--- config.mk ---
export PLATFORM = sky130hd
export DESIGN_NAME = fir_sample_feeder
export DESIGN_NICKNAME = d
export VERILOG_FILES = /design/src/rtl/fir_pkg.sv /design/src/rtl/fir_feed_fifo.sv /design/src/rtl/fir_sample_feeder.sv
export SDC_FILE = /design/constraint.sdc
export NUM_CORES = 1
export LEC_CHECK = 0
export ABC_CLOCK_PERIOD_IN_PS = 3300
export CAP_MARGIN = 40
export CORE_ASPECT_RATIO = 1.2
export CORE_MARGIN = 8
export CORE_UTILIZATION = 35
export CTS_CLUSTER_DIAMETER = 40
export DETAILED_ROUTE_END_ITERATION = 6
export HOLD_SLACK_MARGIN = 0.15
export SKIP_CTS_REPAIR_TIMING = 1
export SYNTH_ARGS = -nofsm -noshare
export SYNTH_HDL_FRONTEND = slang
export SYNTH_SLANG_ARGS = --single-unit
--- constraint.sdc ---
create_clock -name clk -period 3.3 [get_ports clk]
set_input_delay 0.495 -clock clk [delete_from_list [all_inputs] [get_ports clk]]
set_output_delay 0.495 -clock clk [all_outputs]
set_load 0.02 [all_outputs]
--- src/rtl/fir_pkg.sv ---
// Shared constants and FSM encoding for the pruned Q15 FIR, its sample feeder
// and the 2-D scan controller.
package fir_pkg;

  typedef enum logic {
    ST_RUN   = 1'b0,
    ST_FLUSH = 1'b1
  } state_t;

  localparam int L         = 65;
  localparam int NZ        = 24;
  localparam int IN_W      = 16;
  localparam int FLUSH_LEN = L - 1;

endpackage

--- src/rtl/fir_feed_fifo.sv ---
// Single-clock FIFO without fall-through: a word written into an empty FIFO
// becomes visible on rdata_o in the following cycle.
module fir_feed_fifo #(
  parameter int W     = 17,
  parameter int DEPTH = 8,
  localparam int AW   = $clog2(DEPTH)
) (
  input  logic         clk,
  input  logic         rst,
  input  logic         push_i,
  input  logic [W-1:0] wdata_i,
  input  logic         pop_i,
  output logic [W-1:0] rdata_o,
  output logic         full_o,
  output logic         empty_o,
  output logic [AW:0]  count_o
);

  logic [W-1:0]  mem_q [DEPTH];
  logic [AW-1:0] wr_ptr_q, rd_ptr_q;
  logic [AW:0]   count_q;
  logic          do_push, do_pop;

  assign full_o  = (count_q == (AW+1)'(DEPTH));
  assign empty_o = (count_q == '0);
  assign count_o = count_q;
  assign rdata_o = mem_q[rd_ptr_q];

  assign do_push = push_i && !full_o;
  assign do_pop  = pop_i && !empty_o;

  always_ff @(posedge clk) begin
    if (do_push) begin
      mem_q[wr_ptr_q] <= wdata_i;
    end
  end

  // Pointers wrap naturally because DEPTH is a power of two.
  always_ff @(posedge clk) begin
    if (rst) begin
      wr_ptr_q <= '0;
      rd_ptr_q <= '0;
      count_q  <= '0;
    end else begin
      if (do_push) wr_ptr_q <= wr_ptr_q + 1'b1;
      if (do_pop)  rd_ptr_q <= rd_ptr_q + 1'b1;
      case ({do_push, do_pop})
        2'b10:   count_q <= count_q + 1'b1;
        2'b01:   count_q <= count_q - 1'b1;
        default: count_q <= count_q;
      endcase
    end
  end

endmodule

--- src/rtl/fir_sample_feeder.sv ---
// Paces a buffered sample stream into a sequential FIR: one sample in flight,
// and FLUSH_LEN zeros after each end-of-row sample to clear the delay line.
module fir_sample_feeder #(
  parameter int IN_W       = fir_pkg::IN_W,
  parameter int FIFO_DEPTH = 8,
  parameter int FLUSH_LEN  = fir_pkg::FLUSH_LEN,
  parameter int TIMEOUT    = 63,
  parameter int CNT_W      = 7
) (
  input  logic            clk,
  input  logic            rst,
  input  logic [IN_W-1:0] s_data,
  input  logic            s_valid,
  input  logic            s_last,
  output logic            s_ready,
  output logic [IN_W-1:0] fir_data,
  output logic            fir_valid,
  input  logic            fir_done,
  output logic            busy,
  output logic            row_done,
  output logic            timeout_err
);
  import fir_pkg::*;

  localparam int AW = $clog2(FIFO_DEPTH);

  logic            fifo_full, fifo_empty, fifo_pop;
  logic [AW:0]     fifo_count;
  logic [IN_W:0]   fifo_rdata;

  state_t          state_q;
  logic            outstanding_q, last_pending_q;
  logic [CNT_W-1:0] flush_cnt_q, tmo_cnt_q;
  logic [IN_W-1:0] fir_data_q;
  logic            fir_valid_q, row_done_q, timeout_err_q;

  logic done_evt, expire, cmpl, slot_free, flush_last, run_issue, flush_issue;

  fir_feed_fifo #(
    .W     (IN_W + 1),
    .DEPTH (FIFO_DEPTH)
  ) u_fifo (
    .clk     (clk),
    .rst     (rst),
    .push_i  (s_valid),
    .wdata_i ({s_last, s_data}),
    .pop_i   (fifo_pop),
    .rdata_o (fifo_rdata),
    .full_o  (fifo_full),
    .empty_o (fifo_empty),
    .count_o (fifo_count)
  );

  // Expiry is checked one count early so the error pulse lands TIMEOUT cycles
  // after the issue; a real completion on that cycle wins.
  always_comb begin
    done_evt    = outstanding_q && fir_done;
    expire      = outstanding_q && !fir_done && (tmo_cnt_q == CNT_W'(TIMEOUT - 1));
    cmpl        = done_evt || expire;
    slot_free   = (!outstanding_q || done_evt) && !fir_valid_q;
    flush_last  = (flush_cnt_q == CNT_W'(FLUSH_LEN));
    run_issue   = (state_q == ST_RUN) && !(cmpl && last_pending_q) && slot_free && !fifo_empty;
    flush_issue = (state_q == ST_FLUSH) && slot_free && !flush_last;
    fifo_pop    = run_issue;
  end

  always_ff @(posedge clk) begin
    if (rst) begin
      state_q        <= ST_RUN;
      outstanding_q  <= 1'b0;
      last_pending_q <= 1'b0;
      flush_cnt_q    <= '0;
      tmo_cnt_q      <= '0;
      fir_data_q     <= '0;
      fir_valid_q    <= 1'b0;
      row_done_q     <= 1'b0;
      timeout_err_q  <= 1'b0;
    end else begin
      fir_valid_q   <= 1'b0;
      row_done_q    <= 1'b0;
      timeout_err_q <= expire;

      if (run_issue || flush_issue) begin
        fir_valid_q    <= 1'b1;
        outstanding_q  <= 1'b1;
        tmo_cnt_q      <= '0;
        fir_data_q     <= run_issue ? fifo_rdata[IN_W-1:0] : '0;
        last_pending_q <= run_issue && fifo_rdata[IN_W];
        if (flush_issue) flush_cnt_q <= flush_cnt_q + 1'b1;
      end else if (cmpl) begin
        outstanding_q <= 1'b0;
      end else if (outstanding_q) begin
        tmo_cnt_q <= tmo_cnt_q + 1'b1;
      end

      // Row boundaries: the completing cycle never issues, so the delay line
      // sees a clean separation between rows.
      case (state_q)
        ST_RUN: begin
          if (cmpl && last_pending_q) begin
            state_q        <= ST_FLUSH;
            flush_cnt_q    <= '0;
            last_pending_q <= 1'b0;
          end
        end
        ST_FLUSH: begin
          if (cmpl && flush_last) begin
            state_q    <= ST_RUN;
            row_done_q <= 1'b1;
          end
        end
        default: state_q <= ST_RUN;
      endcase
    end
  end

  assign s_ready     = !fifo_full;
  assign fir_data    = fir_data_q;
  assign fir_valid   = fir_valid_q;
  assign row_done    = row_done_q;
  assign timeout_err = timeout_err_q;
  assign busy        = outstanding_q || (state_q == ST_FLUSH) || (fifo_count != '0);

endmodule

# ---- Word-level counts from Yosys, hierarchy flattened
# Memory sizes are Yosys's and may differ from the RTL's. A register that Yosys moved wholly into a read port is not among the register bits.
# Index checks and enable logic that the tools add are counted.
dict set report classes {
  multipliers 0
  div 0
  n_reduce_logical 33
  add_sub_neg 6
  bitwise_logic 2
  magnitude_cmp 0
  muxes 20
  shifts 0
  eq_ne 5
}
# op n
set op_table {}
lappend op_table {{7-bit 2-to-1 mux} 4}
lappend op_table {{16-bit 2-to-1 mux} 1}
lappend op_table {{7-bit by 1-bit adder with 7-bit output, second input constant} 2}
lappend op_table {{1-bit logical AND} 14}
lappend op_table {{1-bit 2-to-1 mux} 11}
lappend op_table {{4-bit case mux with 2 select lines} 1}
lappend op_table {{7-bit by 6-bit == test with 1-bit output, second input constant} 1}
lappend op_table {{7-bit == test, second input constant} 1}
lappend op_table {{1-bit logical NOT} 7}
lappend op_table {{3-bit by 1-bit adder with 3-bit output, second input constant} 2}
lappend op_table {{3-bit 2-to-1 mux} 2}
lappend op_table {{1-bit logical OR} 5}
lappend op_table {{4-bit by 1-bit adder with 4-bit output, second input constant} 1}
lappend op_table {{4-bit == test, second input constant} 1}
lappend op_table {{4-bit logical NOT} 1}
lappend op_table {{2-bit nonzero test} 2}
lappend op_table {{4-bit nonzero test} 1}
lappend op_table {{2-bit OR reduction} 2}
lappend op_table {{4-bit by 1-bit subtractor with 4-bit output, second input constant} 1}
lappend op_table {{2-bit by 1-bit == test with 1-bit output, second input constant} 1}
lappend op_table {{2-bit == test, second input constant} 1}
lappend op_table {{1-bit inverter} 2}
lappend op_table {{1-bit case mux with 2 select lines} 1}
lappend op_table {{2-bit AND reduction} 1}
dict set report word_totals {
  in_bits 21
  ram_bits 136
  register_bits 46
  latchBits 0
  romBits 0
  out_inout_bits 21
  elab_cells 79
  memories 1
}
# memory depth width read_ports rd_clocked_by_memory_dff wr line_no
set mem_list {}
lappend mem_list {u_fifo.mem_q 8 17 1 1 1 fir_feed_fifo.sv:19} ;# logic [W-1:0] mem_q [DEPTH];

# ---- Logic depth before layout (Yosys ltp)
dict set report logic_depth {
  ltp_word 13
  mapped_depth 15
  mapped_depth_nobuf 13
}

# ---- By module
# A second synthesis with hierarchy kept.
dict set report unflattened {
  cells_unflattened 418
  area_unflattened_um2 7427.1
}
# module n_inst cells_per_inst seq_area_each_um2 area_per_inst_um2
set by_module_without_submodules {}
lappend by_module_without_submodules {fir_feed_fifo 1 271 4344.2 5890.6}
lappend by_module_without_submodules {fir_sample_feeder 1 147 720.7 1536.5}

# ---- Least setup slack after synthesis
# No wires, ideal clock.
dict set report synth_timing {
  path_type {reg-to-reg}
  from {register u_fifo.count_q[1], in the netlist u_fifo.count_o[1]}
  to {memory u_fifo.mem_q[0][0] (enable)}
  arrival_time_ns 2.436
  path_stages_with_launch 7
  synth_period_minus_slack_ns 2.848
  slack_ns 0.452
  cell_sequence {dfxtp_1 buf_2 nor3_1 nand2_1 nand2_1 or2_2 nor3_1}
}
dict set report synth_via {
  elab_chain_len 5
}
# item line_no
set synth_rtl {}
lappend synth_rtl {{from (decl)} fir_feed_fifo.sv:21} ;# logic [AW:0] count_q;
lappend synth_rtl {{from (signal assigned)} fir_feed_fifo.sv:48} ;# 2'b10: count_q <= count_q + 1'b1;
lappend synth_rtl {{from (signal assigned)} fir_feed_fifo.sv:49} ;# 2'b01: count_q <= count_q - 1'b1;
lappend synth_rtl {{from (signal assigned)} fir_feed_fifo.sv:50} ;# default: count_q <= count_q;
lappend synth_rtl {{4-bit == test} fir_feed_fifo.sv:24} ;# assign full_o = (count_q == (AW+1)'(DEPTH));
lappend synth_rtl {{1-bit logical NOT} -}
lappend synth_rtl {{named net s_ready} fir_sample_feeder.sv:15} ;# output logic s_ready,
lappend synth_rtl {{1-bit logical AND} fir_feed_fifo.sv:29} ;# assign do_push = push_i && !full_o;
lappend synth_rtl {{1-bit 2-to-1 mux} fir_feed_fifo.sv:33} ;# if (do_push) begin
lappend synth_rtl {{1-bit 2-to-1 mux (not written as such)} fir_feed_fifo.sv:34} ;# mem_q[wr_ptr_q] <= wdata_i;
lappend synth_rtl {{to (decl)} fir_feed_fifo.sv:19}
# The timed path passes the listed nets, and every way through them passes these cells.

# ---- Worst setup path in the final report
dict set report layout_timing {
  from {register tmo_cnt_q[0]}
  to {register u_fifo.count_q[2], in the netlist u_fifo.count_o[2]}
}
dict set report layout_via {
  elab_chain_len 11
  elab_cells_between_ends 13
  classes_between {3 x eq/ne; 1 x mux; 9 x reduce/logical}
}
# item line_no
set layout_rtl {}
lappend layout_rtl {{from (decl)} fir_sample_feeder.sv:33} ;# logic [CNT_W-1:0] flush_cnt_q, tmo_cnt_q;
lappend layout_rtl {{from (signal assigned)} fir_sample_feeder.sv:93} ;# tmo_cnt_q <= tmo_cnt_q + 1'b1;
lappend layout_rtl {{7-bit by 6-bit == test with 1-bit output (*)} fir_sample_feeder.sv:58} ;# expire = outstanding_q && !fir_done && (tmo_cnt_q == CNT_W'(TIMEOUT - 1));
lappend layout_rtl {{1-bit logical AND (*)} fir_sample_feeder.sv:58}
lappend layout_rtl {{1-bit logical OR (*)} fir_sample_feeder.sv:59} ;# cmpl = done_evt || expire;
lappend layout_rtl {{1-bit logical AND (*)} fir_sample_feeder.sv:62} ;# run_issue = (state_q == ST_RUN) && !(cmpl && last_pending_q) && slot_free && !fifo_empty;
lappend layout_rtl {{1-bit logical NOT (*)} fir_sample_feeder.sv:62}
lappend layout_rtl {{1-bit logical AND (*) (3 in a row)} fir_sample_feeder.sv:62}
lappend layout_rtl {{1-bit logical AND (*)} fir_feed_fifo.sv:30} ;# assign do_pop = pop_i && !empty_o;
lappend layout_rtl {{2-bit by 1-bit == test with 1-bit output or 2-bit == test (tied branches)} fir_feed_fifo.sv:47} ;# case ({do_push, do_pop})
lappend layout_rtl {{4-bit case mux with 2 select lines or 2-bit nonzero test (tied branches)} -}
# Every way passes the cells marked *; elsewhere a longest branch is shown, timed or not.
# A chain may end at the register's enable or synchronous reset.

==> run summary <==
Run status - completed
Cells after Synth - 447
Slowest stage delay, CP - 410 ps
Final hold vios - 0
Fill cells - 1,882
Final ANT Viol Nets - 0
Critical Path End Type - flop
CP Data Required Time - 3640 ps
CP Data Arrival Time - 3110 ps
Top FF cell, synth - edfxtp_1
CTS root buf - clkbuf_16
Hold path depth - 2
TritonRoute pass-1 iters - 4
Clock Path Buffers - 2
First-pass GRT wire length - 22,700 µm
CP Launch Point - tmo_cnt_q[0]$_SDFFE_PP0P_
Worst-Margin Slew - 813 ps
GP Congestion - 0.736
Synth Register Bits - 185
Placed cell area - 8040 µm²
Worst Slack Setup Final - 534 ps
Final Util - 41.4%
Die Y - 174 µm
Register-to-register setup slack - 530 ps
Max Cap Viol - 0
Core ar. - 20,700 µm²
Grt ovf - 0
F_max - 361 MHz
Crit path cell chain - inv_1 -> ha_1 -> and4b_1 -> a21oi_1 -> nand2_2 -> inv_2 -> ha_1 -> xor2_1 -> ha_1 -> a21oi_1 -> xor2_1 -> or3_1 -> a21oi_1
Clock slew at reported path FFs - 70 ps
RR Startpoint - tmo_cnt_q[0]$_SDFFE_PP0P_
Number of synthesized flops with an enable pin - 136
Fin crit period - 2770 ps
Synthesized area per cell - 16.3 µm²
Vias in the first global route - 4,073
Mapped Nets - 477
DR DRC count - 0
Max-slew headroom - 45.7%
Initial Util - 35.2%
Ys Warns - 0
Pwr dens - 706 nW/µm²
Final Setup Violations - 0
TritonCTS buffer count - 17
Setup Skew - 8.82 ps
CP startpoint kind - flop
Ports - 42
Rows - 58
Layout Nets - 533
GRT Overall Usage - 11.6%
RSZ-0062 raised after global routing - no
Largest fanout on the critical path - 6
ANT cells - 0
Slowest cell on the critical path - dfxtp_1
Worst hold slack - 483 ps
Worst-Skew Late Latency - 420 ps
Final wirelength - 14,500 µm
Final number of max-transition violations - 0
Share of layout cells above drive strength 1 - 16.1%
Die Wd - 148 µm
Post-synth cell types - 43
Largest net degree at the start of global routing - 38
Average wire per cell in the routed design - 18.4 µm
Leakage - 2.80 nW
Area growth syn-to-layout - 17.6%
WS Path Type - flop to flop
# port buffers - 41
Die area - 25,700 µm²
Min-delay worst type - flop to flop
Tcrit/Tclk final - 83.8%
Vias - 3,924
DP Wirelength - 8920 µm
Reg-to-Reg End - u_fifo.count_o[2]$_SDFFE_PP0P_
Non-Filler Cell Area, Final - 8570 µm²
Via density - 4.99
Pre-CTS WS - 327 ps
Initial DRC count - 243
Reg2reg path depth - 13
Synth async-reset ratio - 0%
CTS tree - yes
H-tree levels - 4
CTS Sinks - 185
Hold Crit Start - u_fifo.rd_ptr_q[1]$_SDFFE_PP0N_
Cell Area, Synth - 7290 µm²
VDD IR max - 0.000359 V
Initial antenna violation count - 0
Setup TNS - 0 ps
Post-synthesis sequential area ratio - 69.5%
[placed cells by master, fill, tap and decap left out, types with 2 or more instances in the layout]
master,Yosys,routed
nand3b_1,2,2
nor3_1,5,3
buf_4,2,18
nand3_1,6,6
a211oi_1,2,2
mux4_1,10,10
a31o_2,3,3
mux2i_1,2,2
clkbuf_1,8,4
nand2_1,27,27
clkbuf_16,0,17
xor2_1,14,14
edfxtp_1,136,136
and3_1,4,4
inv_6,0,3
nand2b_1,22,22
clkdlybuf4s50_1,0,41
nor2_1,31,31
inv_1,6,6
ha_1,9,9
a311oi_1,16,16
nor3b_1,2,2
nor3_2,1,3
mux4_2,24,24
clkinvlp_4,0,2
clkinv_4,0,4
dfxtp_1,49,48
a21oi_1,27,27
xnor2_1,3,3
nand4_1,9,9
[how the worst max path moves through the flow]
stage / cells past startpoint / slack, ps / endpoint
3_5_place_dp: 12 / 330 / u_fifo.count_o[2]$_SDFFE_PP0P_
4_1_cts: 13 / 550 / u_fifo.count_o[2]$_SDFFE_PP0P_
5_1_grt: 13 / 330 / u_fifo.count_o[2]$_SDFFE_PP0P_
2_1_floorplan: 6 / 450 / u_fifo.mem_q[0][0]$_DFFE_PP_
3_3_place_gp: 12 / 400 / u_fifo.count_o[2]$_SDFFE_PP0P_
6_report: 13 / 530 / u_fifo.count_o[2]$_SDFFE_PP0P_
[power by group]
group	leakage (nW)	switching, W	internal, W
Clock	0.255	0.000866	0.000980
Combinational	0.912	0.000674	0.000647
Sequential	1.64	0.000190	0.00269
[Yosys cell counts (2+ instances only)]
| master | number | area [µm²] |
|---|---|---|
| nor2_1 | 31 | 116 |
| nand3_1 | 6 | 30.0 |
| xor2_1 | 14 | 123 |
| xnor2_1 | 3 | 26.3 |
| nand4_1 | 9 | 56.3 |
| mux4_2 | 24 | 541 |
| nand3b_1 | 2 | 15.0 |
| buf_4 | 2 | 15.0 |
| clkbuf_1 | 8 | 30.0 |
| inv_1 | 6 | 22.5 |
| buf_2 | 6 | 30.0 |
| a211oi_1 | 2 | 15.0 |
| a311oi_1 | 16 | 140 |
| a31o_2 | 3 | 26.3 |
| nor3b_1 | 2 | 15.0 |
| and3_1 | 4 | 25.0 |
| ha_1 | 9 | 113 |
| buf_6 | 5 | 56.3 |
| mux2i_1 | 2 | 20.0 |
| nand2_1 | 27 | 101 |
| mux4_1 | 10 | 263 |
| edfxtp_1 | 136 | 4080 |
| nand2b_1 | 22 | 138 |
| nor3_1 | 5 | 25.0 |
| a21oi_1 | 27 | 135 |
| dfxtp_1 | 49 | 981 |
[registers in the layout, indices dropped and copies added, names as in the netlist, 3 cells and up, named ones only]
signal and flops:
u_fifo.wr_ptr_q 3, flush_cnt_q 7, fir_data 16, tmo_cnt_q 7
u_fifo.count_o 4, u_fifo.mem_q 136, u_fifo.rd_ptr_q 3
[cell type report]
cell class              count  area (µm²)  area share (%)
repair buffers             59         546            6.37
well taps                 270         338            3.94
clock inverters            11        92.6            1.08
flip-flops and latches    185        5070            59.1
clock buffers              21         440            5.14
inverters                   7        26.3           0.307
multi-input cells         233        2060            24.0
[per-layer routing]
| layer | up-vias | share of wire, % | track usage (%) |
|---|---|---|---|
| met2 | 77 | 51 | 20.2 |
| met3 | 9 | 4.6 | 2.94 |
| met1 | 1994 | 43 | 13.5 |
| li1 | 1844 | - | - |
| met4 | 0 | 1.1 | 3.96 |
| met5 | - | 0 | 0 |
[kinds of logic (layout without fill, tap and decap cells)]
logic type,count (synthesis),count (layout),share of synthesized area [%]
adders and majority gates,9,9,1.55
and+or+nand+nor,117,117,8.21
AOI/OAI and AO/OA,53,53,4.88
buffers and inverters,29,98,2.37
DFF,185,185,69.5
muxes,37,37,11.5
xor gates and xnor gates,17,17,2.04
[worst max-delay path, delay by kind of cell, from the launching register on]
kind	cells	cell delay, ps
AO/OA/AOI/OAI	3	450
XOR/XNOR	2	350
buffers and inverters	2	160
AND/OR/NAND/NOR	3	670
flip-flops	1	410
adder cells (fa/ha/maj)	3	640
[metrics by stage]
step	std cells	total power [W]
2_1_floorplan	447	0.00389
4_1_cts	786	0.00612
3_5_place_dp	754	0.00428
3_3_place_gp	754	0.00424
6_report	786	0.00605
5_1_grt	786	0.00634
(Power assumes the default switching activity.)
==> variant 1, RTL diff (same flow settings) <==
The output `timeout_err` loses its register stage (`timeout_err_q` becomes a continuous assignment).
--- a/src/rtl/fir_sample_feeder.sv
+++ b/src/rtl/fir_sample_feeder.sv
@@ -75,9 +75,7 @@
       fir_valid_q    <= 1'b0;
       row_done_q     <= 1'b0;
-      timeout_err_q  <= 1'b0;
     end else begin
       fir_valid_q   <= 1'b0;
       row_done_q    <= 1'b0;
-      timeout_err_q <= expire;
 
       if (run_issue || flush_issue) begin
@@ -115,4 +113,6 @@
   end
 
+  assign timeout_err_q = expire;
+
   assign s_ready     = !fifo_full;
   assign fir_data    = fir_data_q;
Check against the original RTL: same outputs for any inputs over 4 cycles, from zero or initial values and one cycle with rst high; that may be too few to reach the edited logic, so the function may still have changed.
==> variant 1 against the unedited design <==
Setup slack improved by 0.10 ns; design area is 1.1% higher; area after synthesis increased by 0.94%; total power is 3.0% higher; wire length shrank 3.0%; utilization grew 0.14 points; global-route usage down 0.19 points; sequential cell count decreased by 1; final cell count is 0.25% lower; via count shrank 1.4%.
==> variant 1: results (changes against the unedited design) <==
dpl cell area 0.00809 sq mm (+0.70%); vias in the first global route 4175 (+2.5%); Setup Slack @ Placement 0.333 ns (+0.00609 ns); number of flops mapped to enable cells by yosys 136 (unchanged); fin nets 531 (-0.38%); most frequent cells after synthesis edfxtp_1, dfxtp_1, mux4_2; Biggest register u_fifo.mem_q; Vias/cell 4.94 (-1.1%); Clock power frac 30.5% (about the same); largest net degree at the start of global routing 34 (-11%); Cells after Synth 447 (unchanged); GP Congestion 0.755 (+2.5%); number of flip-flops under the largest register name 136 (unchanged); worst clock skew 0.00932 ns (+0.000492 ns); status completed; final std cells w/o fill 784 (-0.25%); CP arrival 3.02 ns (-0.09 ns); clk slew on worst S/H paths 0.07 ns (about the same); Psw 1.85 mW (+6.9%); share of post-route cells with drive strength above 1 22.0% (+5.9 points); CTS H-tree lvls 4 (unchanged); DP Cell Count 752 (-0.27%); yosys warns 0 (unchanged); Net Count, Synth 477 (unchanged); seq pwr 2.82 mW (-2%); top post-synthesis cells by area edfxtp_1, dfxtp_1, mux4_2; register area share after synthesis 68.6% (-0.92 points); final WL 14000 um (-3.0%); first-pass GRT wire length 22300 um (-2.2%); clk root buf clkbuf_16; GRT Resource Usage Total 11.4% (-0.19 points); Leak 2.79 nW (-0.44%); synth unique cells 47 (+9.3%); HPWL Detailed 8660 um (-2.9%); P_int 4.38 mW (+1.5%); antenna diode count 0 (unchanged); Max VDD drop 0.000379 V (+5.8%); DRT iter0 DRCs 158 (-35%); Slew headroom 63.9% (+18 points)
-- variant 1: routing by layer --
layer  vias to the layer above  GRT usage (%)  part of all wire (%)  wire length (um)
met2                        52           20.6                    53              7470
met3                        19           2.87                   3.2               446
met4                         0           4.30                   1.6               229
met1                      1969           12.4                    42              5880
met5                         -              0                     0                 0
li1                       1831              -                     -                 -
-- variant 1: kinds of logic (layout without fill, tap and decap cells) --
logic type	Yosys count	after routing	synth area share, %
and+or+nand+nor	118	118	8.23
buffers and inverters	29	96	2.53
AOI/OAI and AO/OA	54	54	6.40
DFF	184	184	68.6
xor gates and xnor gates	17	17	2.02
muxes	36	36	10.7
adders and majority gates	9	9	1.53
-- variant 1: worst max-delay path: stages, from the launching register on --
cell	delay [ns]
dfxtp_1	0.42
inv_1	0.07
ha_1	0.18
nor2b_1	0.17
a41oi_2	0.24
nand2_2	0.14
inv_2	0.10
ha_1	0.26
xor2_1	0.18
ha_1	0.17
a21oi_1	0.05
xor2_1	0.17
or3_1	0.32
a21oi_1	0.14
-- variant 1: cell type report --
type                            instances  area [sq um]
Clock inverter                         14           138
Sequential cell                       184          5050
Tap cell                              270           338
Clock buffer                           18           429
Inverter                                6          22.5
Fill cell                            1819         12200
Timing Repair Buffer                   58           551
Multi-Input combinational cell        234          2130
-- variant 1: final timing paths --
kind | from | endpoint | slack (ns) | cells past startpoint
setup / recovery | tmo_cnt_q[0] | u_fifo.count_o[2] | 0.63 | 13
hold / removal | flush_cnt_q[1] | flush_cnt_q[1] | 0.50 | 2
hold reg to reg | flush_cnt_q[1] | flush_cnt_q[1] | 0.50 | 2
setup reg to reg | tmo_cnt_q[0] | u_fifo.count_o[2] | 0.63 | 13
==> variant 2, RTL diff (same flow settings) <==
Without the edit above. The parameter `CNT_W` goes from 7 to 14.
--- a/src/rtl/fir_sample_feeder.sv
+++ b/src/rtl/fir_sample_feeder.sv
@@ -6,5 +6,5 @@
   parameter int FLUSH_LEN  = fir_pkg::FLUSH_LEN,
   parameter int TIMEOUT    = 63,
-  parameter int CNT_W      = 7
+  parameter int CNT_W      = 14
 ) (
   input  logic            clk,
Formal check against the unedited RTL: same outputs for any inputs over 4 cycles, from zero or initial values and one cycle with rst high; that may be too few to reach the edited logic, so the function may still have changed.
==> variant 2 against the unedited design <==
Total power increased by 16%; setup slack got worse by 0.10 ns; non-clock buffer count is 2 higher; via count rose by 19%; utilization up 0.72 points; clock skew rose by 0.0038 ns; design area is 10% higher; critical path type unchanged; area after synthesis rose by 9.2%; die area increased by 8.2%; synthesized cell count is 14% higher; largest power group unchanged; wire length up 17%; sequential cell count grew 14; final cell count increased by 9.3%.
==> variant 2: results (changes against the unedited design) <==
Non-clock buffering overhead 6.16% (-0.21 points); ClkCell Share 6.29% (+0.069 points); R2R cell count 8 (-5); post-synthesis mux area share 12.0% (+0.58 points); vias in the first global route 4840 (+19%); GR Util met3 3.41% (+0.47 points); Critical path origin u_fifo.count_o[0]; crit-path max FO 7 (+1); synth unique cells 51 (+19%); Highest Signal Layer met4; wire per inst 19.6 um (+6.7%); worst clock skew 0.0126 ns (+0.00379 ns); fin crit share 86.9% (+3.1 points); HPWL Detailed 10400 um (+16%); GR Util met2 21.0% (+0.82 points); Metal-1 WL 7260 um (+17%); buffers outside the clock class 61 (+3.4%); top post-synthesis cells by area edfxtp_1, dfxtp_1, mux4_2; XOR/XNOR Fraction of Synth Area 1.65% (-0.39 points); GP Congestion 0.824 (+12%); non-clock inverter count 12 (+5); share of post-route cells with drive strength above 1 17.8% (+1.7 points); Hold Crit Start fir_data[14]; GRT Resource Usage Total 12.4% (+0.88 points); post-synthesis adder-cell area fraction 1.42% (-0.13 points); First-pass DRT Iterations 7 (+3); met3 routed WL 854 um (+28%); Max VDD drop 0.000435 V (+21%); Hold EP fir_data[14]; status completed; post-synthesis compound-gate area fraction 6.70% (+1.8 points); met1 Usage GRT 15.0% (+1.5 points); Net Count, Synth 541 (+13%); fin nets 597 (+12%); multi-input gates 276 (+18%); DRT iter0 DRCs 308 (+27%); register area share after synthesis 67.2% (-2.3 points); total number of vias 4655 (+19%); Multi-input gate area 0.00251 sq mm (+22%); R2R Path End u_fifo.count_o[3]; Seq. cell area 0.00535 sq mm (+5.5%); Psw 2.14 mW (+24%); first-pass GRT wire length 26600 um (+17%); Seq cells 199 (+7.6%); Hold Path Stages 1 (-1); largest net degree at the start of global routing 21 (-45%); seq pwr 3.18 mW (+10%); fill count 2009 (+6.7%); Skew-Pair Late Insertion Delay 0.44 ns (+0.02 ns); actual slew at the worst max-slew pin 0.831 ns (+0.0180 ns); Setup Slack @ Placement 0.124 ns (-0.203 ns)
-- variant 2: cell types whose count changed in the layout (fill, tap and decap cells not counted), sizes merged, moves of 13 or more --
cell / before / now
a211oi: 2 / 15
a311oi: 16 / 1
dfxtp: 49 / 63
mux2i: 2 / 18
nand2b: 22 / 3
o21ai: 1 / 18
o2bb2ai: 0 / 16
or3: 1 / 14
-- variant 2: critical path: stages, from the launching register on --
cell and delay, ns:
dfxtp_1 0.37, or4b_2 0.76, nand2_1 0.14, buf_4 0.20, ha_1 0.33, nor4b_1 0.44
o21ai_0 0.21, a21o_1 0.19, a21oi_1 0.15
-- variant 2: per-stage QoR --
step	instances	instance area, sq um	power (mW)	hold slack [ns]
2_1_floorplan	511	7970	4.29	0.460
5_1_grt	859	9430	7.34	0.498
3_5_place_dp	827	8840	5.02	0.453
6_report	859	9430	7.00	0.468
3_3_place_gp	826	8820	4.95	0.467
4_1_cts	859	9430	7.09	0.476
